<file path="config.mk">
export PLATFORM = sky130hd
export DESIGN_NAME = vadd_sat_elastic
export DESIGN_NICKNAME = d
export VERILOG_FILES = /design/src/rtl/vadd_sat_elastic.sv
export SDC_FILE = /design/constraint.sdc
export NUM_CORES = 2
export LEC_CHECK = 0
export ABC_AREA = 1
export CORE_MARGIN = 5
export CORE_UTILIZATION = 50
export DETAILED_ROUTE_END_ITERATION = 16
export HOLD_SLACK_MARGIN = 0.03
export PLACE_DENSITY = 0.7
export SYNTH_ARGS = -nofsm -noshare
export SYNTH_HDL_FRONTEND = slang
export SYNTH_SLANG_ARGS = --single-unit
</file>
<file path="constraint.sdc">
create_clock -name clk -period 5.75 [get_ports clk]
set_input_delay 1.15 -clock clk [delete_from_list [all_inputs] [get_ports clk]]
set_output_delay 1.15 -clock clk [all_outputs]
set_load 0.1 [all_outputs]
</file>
<file path="src/rtl/vadd_sat_elastic.sv">
// Vector add/sub/min/max lane with RVV fixed-point saturation behind a two-entry
// valid/ready elastic pipeline (S0 operand register, OUT result register), plus a sticky vxsat flag.

package vadd_sat_pkg;
  typedef enum logic [2:0] {
    OP_ADD  = 3'd0,
    OP_SUB  = 3'd1,
    OP_SADD = 3'd2,
    OP_SSUB = 3'd3,
    OP_MIN  = 3'd4,
    OP_MAX  = 3'd5
  } op_e;
endpackage

// One element of width EW; the result is unmasked (the caller applies byte enables).
module vadd_sat_lane
  import vadd_sat_pkg::*;
#(
  parameter int EW = 8
) (
  input  logic [EW-1:0] a,
  input  logic [EW-1:0] b,
  input  logic [2:0]    op,
  input  logic          sgn,
  output logic [EW-1:0] res,
  output logic          sat
);

  logic [EW:0]   ax, bx, sum, diff;
  logic [EW-1:0] max_pos, min_neg;

  // NOTE: every output of a combinational block gets a default before the case, otherwise unlisted ops infer latches.
  always_comb begin
    ax      = {sgn & a[EW-1], a};
    bx      = {sgn & b[EW-1], b};
    sum     = ax + bx;
    diff    = ax - bx;
    max_pos = {1'b0, {(EW-1){1'b1}}};
    min_neg = {1'b1, {(EW-1){1'b0}}};
    res     = '0;
    sat     = 1'b0;
    // With one guard bit the true result always fits, so diff[EW] is "a < b" for both signednesses.
    case (op)
      OP_ADD: res = sum[EW-1:0];
      OP_SUB: res = diff[EW-1:0];
      OP_SADD: begin
        if (sgn) begin
          if (sum[EW] != sum[EW-1]) begin
            sat = 1'b1;
            res = sum[EW] ? min_neg : max_pos;
          end else begin
            res = sum[EW-1:0];
          end
        end else if (sum[EW]) begin
          sat = 1'b1;
          res = '1;
        end else begin
          res = sum[EW-1:0];
        end
      end
      OP_SSUB: begin
        if (sgn) begin
          if (diff[EW] != diff[EW-1]) begin
            sat = 1'b1;
            res = diff[EW] ? min_neg : max_pos;
          end else begin
            res = diff[EW-1:0];
          end
        end else if (diff[EW]) begin
          sat = 1'b1;
          res = '0;
        end else begin
          res = diff[EW-1:0];
        end
      end
      OP_MIN:  res = diff[EW] ? a : b;
      OP_MAX:  res = diff[EW] ? b : a;
      default: res = '0;
    endcase
  end

endmodule

module vadd_sat_elastic
  import vadd_sat_pkg::*;
#(
  parameter int DATA_WIDTH    = 64,
  parameter int ADDR_WIDTH    = 32,
  parameter int ENABLE_64_BIT = 0,
  parameter int BE_WIDTH      = DATA_WIDTH / 8
) (
  input  logic                  clk,
  input  logic                  rst,
  input  logic                  in_valid,
  output logic                  in_ready,
  input  logic [DATA_WIDTH-1:0] in_vec0,
  input  logic [DATA_WIDTH-1:0] in_vec1,
  input  logic [1:0]            in_sew,
  input  logic [2:0]            in_op,
  input  logic                  in_signed,
  input  logic [BE_WIDTH-1:0]   in_be,
  input  logic [ADDR_WIDTH-1:0] in_addr,
  input  logic                  in_vxsat_clr,
  output logic                  out_valid,
  input  logic                  out_ready,
  output logic [DATA_WIDTH-1:0] out_vec,
  output logic [BE_WIDTH-1:0]   out_be,
  output logic [ADDR_WIDTH-1:0] out_addr,
  output logic                  out_sat,
  output logic                  out_vxsat
);

  typedef struct packed {
    logic [DATA_WIDTH-1:0] vec0;
    logic [DATA_WIDTH-1:0] vec1;
    logic [1:0]            sew;
    logic [2:0]            op;
    logic                  sgn;
    logic [BE_WIDTH-1:0]   be;
    logic [ADDR_WIDTH-1:0] addr;
  } s0_t;

  typedef struct packed {
    logic [DATA_WIDTH-1:0] vec;
    logic [BE_WIDTH-1:0]   be;
    logic [ADDR_WIDTH-1:0] addr;
    logic                  sat;
  } out_t;

  s0_t  s0_q, s0_d;
  out_t out_q, out_d, comp;
  logic s0_valid_q, s0_valid_d;
  logic out_valid_q, out_valid_d;
  logic vxsat_q, vxsat_d;
  logic adv_out, accept, move, supported;

  // Per-SEW result and saturation vectors; sat_w[w] has one bit per element, zero-padded.
  logic [3:0][DATA_WIDTH-1:0] res_w;
  logic [3:0][BE_WIDTH-1:0]   sat_w;

  for (genvar w = 0; w < 4; w++) begin : g_w
    localparam int EW = 8 << w;
    localparam int NE = DATA_WIDTH / EW;
    if (w == 3 && ENABLE_64_BIT == 0) begin : g_off
      assign res_w[w] = '0;
      assign sat_w[w] = '0;
    end else begin : g_on
      for (genvar i = 0; i < NE; i++) begin : g_e
        logic [EW-1:0] r;
        logic          s;
        vadd_sat_lane #(.EW(EW)) u_lane (
          .a  (s0_q.vec0[i*EW +: EW]),
          .b  (s0_q.vec1[i*EW +: EW]),
          .op (s0_q.op),
          .sgn(s0_q.sgn),
          .res(r),
          .sat(s)
        );
        assign res_w[w][i*EW +: EW] = s0_q.be[i*EW/8] ? r : '0;
        assign sat_w[w][i]          = s0_q.be[i*EW/8] & s;
      end
      if (NE < BE_WIDTH) begin : g_pad
        assign sat_w[w][BE_WIDTH-1:NE] = '0;
      end
    end
  end

  always_comb begin
    supported = (s0_q.op <= 3'(OP_MAX)) && !(s0_q.sew == 2'b11 && ENABLE_64_BIT == 0);
    comp.vec  = supported ? res_w[s0_q.sew] : '0;
    comp.sat  = supported & (|sat_w[s0_q.sew]);
    comp.be   = s0_q.be;
    comp.addr = s0_q.addr;
  end

  always_comb begin
    adv_out  = ~out_valid_q | out_ready;
    in_ready = ~s0_valid_q | adv_out;
    accept   = in_valid & in_ready;
    move     = s0_valid_q & adv_out;

    s0_valid_d  = accept | (s0_valid_q & ~adv_out);
    out_valid_d = move | (out_valid_q & ~out_ready);

    s0_d  = s0_q;
    out_d = out_q;
    if (accept) begin
      s0_d = '{vec0: in_vec0, vec1: in_vec1, sew: in_sew, op: in_op,
               sgn: in_signed, be: in_be, addr: in_addr};
    end
    if (move) out_d = comp;

    // Only a fresh load can set the flag, and it overrides a same-edge clear.
    vxsat_d = vxsat_q;
    if (in_vxsat_clr)      vxsat_d = 1'b0;
    if (move && comp.sat)  vxsat_d = 1'b1;
  end

  // NOTE: sequential state uses non-blocking assignments so every flop samples pre-edge values.
  // NOTE: payload registers are reset too, because a zeroed output bus after reset is part of the interface.
  always_ff @(posedge clk or negedge rst) begin
    if (!rst) begin
      s0_valid_q  <= 1'b0;
      out_valid_q <= 1'b0;
      vxsat_q     <= 1'b0;
      s0_q        <= '0;
      out_q       <= '0;
    end else begin
      s0_valid_q  <= s0_valid_d;
      out_valid_q <= out_valid_d;
      vxsat_q     <= vxsat_d;
      s0_q        <= s0_d;
      out_q       <= out_d;
    end
  end

  assign out_valid = out_valid_q;
  assign out_vec   = out_q.vec;
  assign out_be    = out_q.be;
  assign out_addr  = out_q.addr;
  assign out_sat   = out_q.sat;
  assign out_vxsat = vxsat_q;

endmodule

</file>
# == After elaboration in Yosys (flattened, before gate mapping) ==
# Index checks and enable logic that the tools add are counted.
# W data, S select, Z words.
# totals
ff_bits,282
latch_bits,0
ramBits,0
mem_bits_ro,0
inputBits,179
output_inout_bits,108
word_cells,400
memories,0
# op_classes
addsub,28
multipliers,0
div,0
magnitude_cmp,2
n_eq_ne,34
n_shift,0
muxes,273
bitwise_logic,43
n_reduce_logical,6
# op_table
cell,n
$mux W8,89
$mux W16,44
$mux W32,22
$pmux W16 S6,4
$pmux W32 S6,2
$pmux W8 S6,8
$bmux W64 S2,1
$mux W64,2
$mux W1,86
$add A9 B9 Y9,8
$sub A9 B9 Y9,8
$add A17 B17 Y17,4
$sub A17 B17 Y17,4
$add A33 B33 Y33,2
$sub A33 B33 Y33,2
$and A1 B1 Y1,35
$ne A1 B1 Y1,28
$pmux W1 S2,14
$bmux W8 S2,1
$reduce_or A8 Y1,1
$eq A3 B2 Y1 const B,2
$eq A3 B3 Y1 const B,2
$not A1 Y1,4
$or A1 B1 Y1,4
8 further kinds,9

# == Logic depth before layout (Yosys ltp) ==
# depth
word_depth,13
ltp_mapped,31
depth_no_buf,29

# == By module ==
# A second synthesis with hierarchy kept.
# unflattened
hier_cells,11101
area_unflattened_um2,60096.4
# by_module_without_submodules
mod,instances,cells_each,area_per_inst_um2,seq_area_each_um2
vadd_sat_lane at g_w[0].g_on.g_e[1].u_lane ...,7,388,1996.9,0.0
vadd_sat_elastic,1,1547,12450.7,7056.8
vadd_sat_lane at g_w[1].g_on.g_e[2].u_lane ...,2,868,4167.7,0.0
vadd_sat_lane at g_w[2].g_on.g_e[1].u_lane,1,1495,7607.3,0.0
vadd_sat_lane at g_w[2].g_on.g_e[0].u_lane,1,1496,7434.6,0.0
vadd_sat_lane at g_w[1].g_on.g_e[0].u_lane,1,873,4260.3,0.0
vadd_sat_lane at g_w[1].g_on.g_e[1].u_lane,1,850,4041.4,0.0
vadd_sat_lane at g_w[0].g_on.g_e[0].u_lane,1,388,1988.2,0.0

# == Worst setup path after synthesis ==
# OpenSTA, ideal clock, no wires.
# synth_timing
path_type,register to register
from,register s0_q[110] (netlist name)
to,"register out_q, in the netlist out_vec[9]"
setup_ns,0.068
arrival_time_ns,3.488
required_ns,5.682
path_slack_ns,2.195
stages_incl_launch_ff,27
n_path_buf,4
synth_period_minus_slack_ns,3.555
path_cell_list,dfrtp_1 > inv_1 > ha_1 > inv_1 > fa_1 > nand2_1 > nand2_1 > nand3_1 > nand2_2 > nand2_2 > nand2_4 > nand2_2 > nand2_2 > nand2_1 > nand2_1 > buf_6 > buf_6 > ha_1 > nor2_1 > clkbuf_1 > clkbuf_1 > nand3_1 > nand4_1 > o21ai_1 > nand2_1 > nand2_1 > nand2_1
# synth_between
elab_chain_len,9
elab_cells_between_ends,35
cone_classes,add/sub: 4; eq/ne: 4; mux: 27
# synth_rtl
item,line_no,text
start: declaration,130,"s0_t s0_q, s0_d;"
start signal: assignment,206,s0_q <= '0;
start signal: assignment,212,s0_q <= s0_d;
$sub A33 B33 Y33 (tied with other cells),37,diff = ax - bx;
$mux W32 (tied with other cells),65,res = diff[EW] ? min_neg : max_pos;
$mux W32 (tied with other cells),63,if (diff[EW] != diff[EW-1]) begin
$mux W32 (tied with other cells),62,if (sgn) begin
$pmux W32 S6 / $pmux W16 S6 (equally long branches),43,case (op)
$mux W32 / $mux W16 (equally long branches),159,assign res_w[w][i*EW +: EW] = s0_q.be[i*EW/8] ? r : '0;
$bmux W64 S2 *,170,comp.vec = supported ? res_w[s0_q.sew] : '0;
$mux W64 (not written as such) *,170,
$mux W64 *,170,
end signal: assignment,213,out_q <= out_d;
end: declaration,131,"out_t out_q, out_d, comp;"
# Every way passes the cells marked *; elsewhere a longest branch is shown, timed or not. The select of a mux whose other input is x is not followed.
# A chain may end at the register's enable or synchronous reset.

# == Worst setup path after layout ==
# layout_timing
from,register s0_q[71] (netlist name)
to,"register out_q, in the netlist out_vec[22]"
# The elaborated chain is that of the path after synthesis.

==> reports/metrics.cfg <==
[run_status]
status=finished, final reports clean

[clock_tree]
clk_pin_slew_worst_paths_ns=0.06
clockBufferDepth=3
post_cts_buffers=0
clock_latency_ns=0.61
post_cts_resized=0
cts_tree=done
clock-sinks=282
hold_buffers=0
htreeDepth=2
cts_root_buf=clkbuf_16
cts_buffers=38

[route]
route.final.wire_length_microns=184000
vias_per_cell=6.21
vias=45820
drc=0
ant_nets=0
drt_iter0_markers=6672
first_pass_iters=9
wl_per_cell_microns=24.9

[sta]
skew_ns=0.0478
finalMaxSlewViolations=0
relSlewSlack_pct=15.9
worst-slew-pin-transition_ns=1.26
fin_ws_ns=0.841
tns_ns=0
hold_viol=0
rsz0062_at_grt=no
max_freq_mhz=204
finalCriticalPeriod_ns=4.91
holdWs_ns=0.464
setup_viol=0
fin_crit_sh_pct=85.4

[global_routing]
track_usage_pct=44.2
grt_overflow_total=0
grt_pass1_wl_microns=267000
grt_pass1_vias=42093
antenna_found_initial=1
grt_max_degree=124

[finish]
fin_nets=6747
syn_to_final_growth_pct=12.0
drive_gt1_share_pct=5.72
num_antenna_cells=0
fillers=7522

[die]
dieArea_sq_mm=0.0789
dieHeight_microns=281
initial_core_util_pct=50.4
ios=287
fp-row-count=99
fp.dieW_microns=281
coreArea_sq_mm=0.0728

[synth]
ys_warn_count=0
async_flop_share_pct=100
synthXorXnorAreaFrac_pct=4.13
synth-simple-area-share_pct=37.3
yosys.area.top_type=nand2_1
synthFlopType=dfrtp_1
ys_seq_area_share_pct=19.2
syn-num-nets=6654
synth_area_per_cell_sq_um=5.82
synth_fa_ha_area_share_pct=6.33
synth-edff-count=0
synth.distinct_cells=63
netlist_instances=6299
synth-seq-cells=282
synthDominantCellAreaShare_pct=21.3
synth_top_family_by_area=simple AND/OR/NAND/NOR gates
syn_area_sq_mm=0.0367
synth_area_leaders=nand2_1 (21%), dfrtp_1 (19%), o21ai_0 (6.9%)
yosys-mux-area-fraction_pct=0.982
synth_compound_area_share_pct=20.7

[power]
comb_power_share_pct=70.7
swShare_pct=61.0
cellPowerDensity_mw_per_mm2=433
p_int_w=0.00694
ir_drop_mv=0.259
leakagePower_nw=20.3
switching_power_w=0.0108
power_frac_clock_pct=14.1
p_seq_share_pct=15.2

[placement]
portBuffers=286
gp_congestion=1.12
place_ws_ns=1.14
dp_hpwl_microns=137000

[worst_setup_path]
cp-start-kind=flip-flop
critPathKind=flip-flop to flip-flop
crit_path_max_fanout=13
end_kind=flip-flop
critPathRequiredTime_ns=6.28
r2r_cells=21
arrival_ns=5.44

[job]
drv_cap=0

[worst_hold_path]
hp-class=flip-flop to flip-flop
hold_depth=2

==> layout make-up <==
| cell class | instances | area, sq um | share of cell area (%) |
|---|---|---|---|
| Sequential cell | 282 | 7060 | 17.2 |
| Clock inverter | 16 | 199 | 0.484 |
| Multi-Input combinational cell | 5037 | 25500 | 62.2 |
| Timing Repair Buffer | 352 | 3450 | 8.40 |
| Clock buffer | 50 | 1070 | 2.60 |
| Tap cell | 959 | 1200 | 2.92 |
| Inverter | 681 | 2560 | 6.23 |
==> cell families (layout without fill, tap and decap cells) <==
| family | count (synthesis) | in the layout |
|---|---|---|
| AND/OR/NAND/NOR | 3314 | 3314 |
| AO/OA/AOI/OAI | 1342 | 1342 |
| buffers and inverters | 980 | 1099 |
| flip-flops | 282 | 282 |
| adder cells (fa/ha/maj) | 176 | 176 |
| XOR/XNOR | 173 | 173 |
| multiplexers | 32 | 32 |
==> cell usage in the layout, fill, tap and decap left out, types with 10 or more instances in the layout <==
master,n
clkbuf_16,39
nor3_1,38
clkinv_1,10
o21ai_1,80
a21oi_1,432
inv_2,48
o21ai_0,502
xor2_1,165
ha_1,160
nor2_1,624
o22ai_1,57
o21bai_1,29
a22oi_1,14
clkdlybuf4s50_1,285
nand2_4,17
inv_1,621
buf_4,59
nand2_1,2078
a21oi_2,19
mux2_2,32
dfrtp_1,279
nand3b_1,16
nor2_2,14
nand3_1,328
or2_2,13
nand2_2,49
and2_1,11
nand4_1,94
o211ai_1,148
fa_1,16
==> flip-flops by register name, summed over array words and instances (netlist names) <==
| signal | flops |
|---|---|
| s0_valid_q | 1 |
| out_vxsat | 1 |
| s0_q | 134 |
| out_valid | 1 |
| out_addr | 32 |
| out_vec | 64 |
| out_sat | 1 |
| comp | 40 |
| out_be | 8 |
==> layer usage <==
metal | global-route usage (%) | wire length, microns | vias to the layer above
li1 | - | - | 20623
met1 | 57.1 | 69000 | 20896
met2 | 66.3 | 76700 | 3462
met3 | 10.9 | 23200 | 839
met4 | 27.8 | 15000 | 0
met5 | 0 | 0 | -
==> path summary, 6_finish.rpt <==
| path | endpoint | slack [ns] | startpoint |
|---|---|---|---|
| max | out_vec[22]$_DFFE_PN0P_ | 0.84 | s0_q[71]$_DFFE_PN0P_ |
| max reg2reg | out_vec[22]$_DFFE_PN0P_ | 0.84 | s0_q[71]$_DFFE_PN0P_ |
| min | out_addr[30]$_DFFE_PN0P_ | 0.46 | comp[31]$_DFFE_PN0P_ |
| min in group asynchronous | s0_q[95]$_DFFE_PN0P_ | 0.56 | rst |
| min reg2reg | out_addr[30]$_DFFE_PN0P_ | 0.46 | comp[31]$_DFFE_PN0P_ |
| max in group asynchronous | s0_q[40]$_DFFE_PN0P_ | 4.02 | rst |
==> critical path, stage by stage (launching register included) <==
cell and delay (ns):
dfrtp_1 0.43, inv_1 0.17, ha_1 0.62, nand2_1 0.18
nor2_1 0.17, inv_1 0.07, nor4_1 0.50, nand2_1 0.16
nand3_1 0.15, xor2_1 0.22, ha_1 0.30, nor2_1 0.38
inv_1 0.35, nand2_1 0.15, nand2_1 0.06, nand2_1 0.06
o21ai_0 0.07, nand2_1 0.20, nand2_1 0.07, a21oi_1 0.33
nand2_1 0.11, nand2_1 0.07
==> power by group through the flow <==
stage               logic (W)  registers, W  clock network [W]
finish                 0.0126       0.00271            0.00251
global route           0.0132       0.00274            0.00259
CTS                    0.0120       0.00269            0.00253
detailed placement     0.0120       0.00271                  0
global placement       0.0119       0.00271                  0
floorplan             0.00716       0.00370                  0
==> synth_stat cells (all sizes together), types with 2 or more instances <==
cell type  count
nand2       2144
inv          671
nor2         646
o21ai        590
a21oi        455
nand3        333
dfrtp        282
buf          169
xor2         165
ha           160
o211ai       153
clkbuf       130
nand4         95
o22ai         57
nor3          47
mux2          32
o21bai        30
fa            16
nand3b        16
or2           15
a22oi         14
and2          12
clkinv        10
a21boi         8
o21a           8
xnor2          8
a31oi          7
a22o           6
o2111ai        6
nor4           4
a21o           3
a211oi         2
==> through the flow <==
step	cells	power (W)	cell area (sq um)	utilization, %
after detailed placement	7311	0.0147	39800	54.7
after CTS	7377	0.0172	41100	56.4
final	7377	0.0178	41100	56.4
after global routing	7377	0.0186	41100	56.4
after global placement	7311	0.0146	39800	54.7
after floorplan	6299	0.0109	36700	-
No activity file was read; power rests on OpenSTA's default activity.
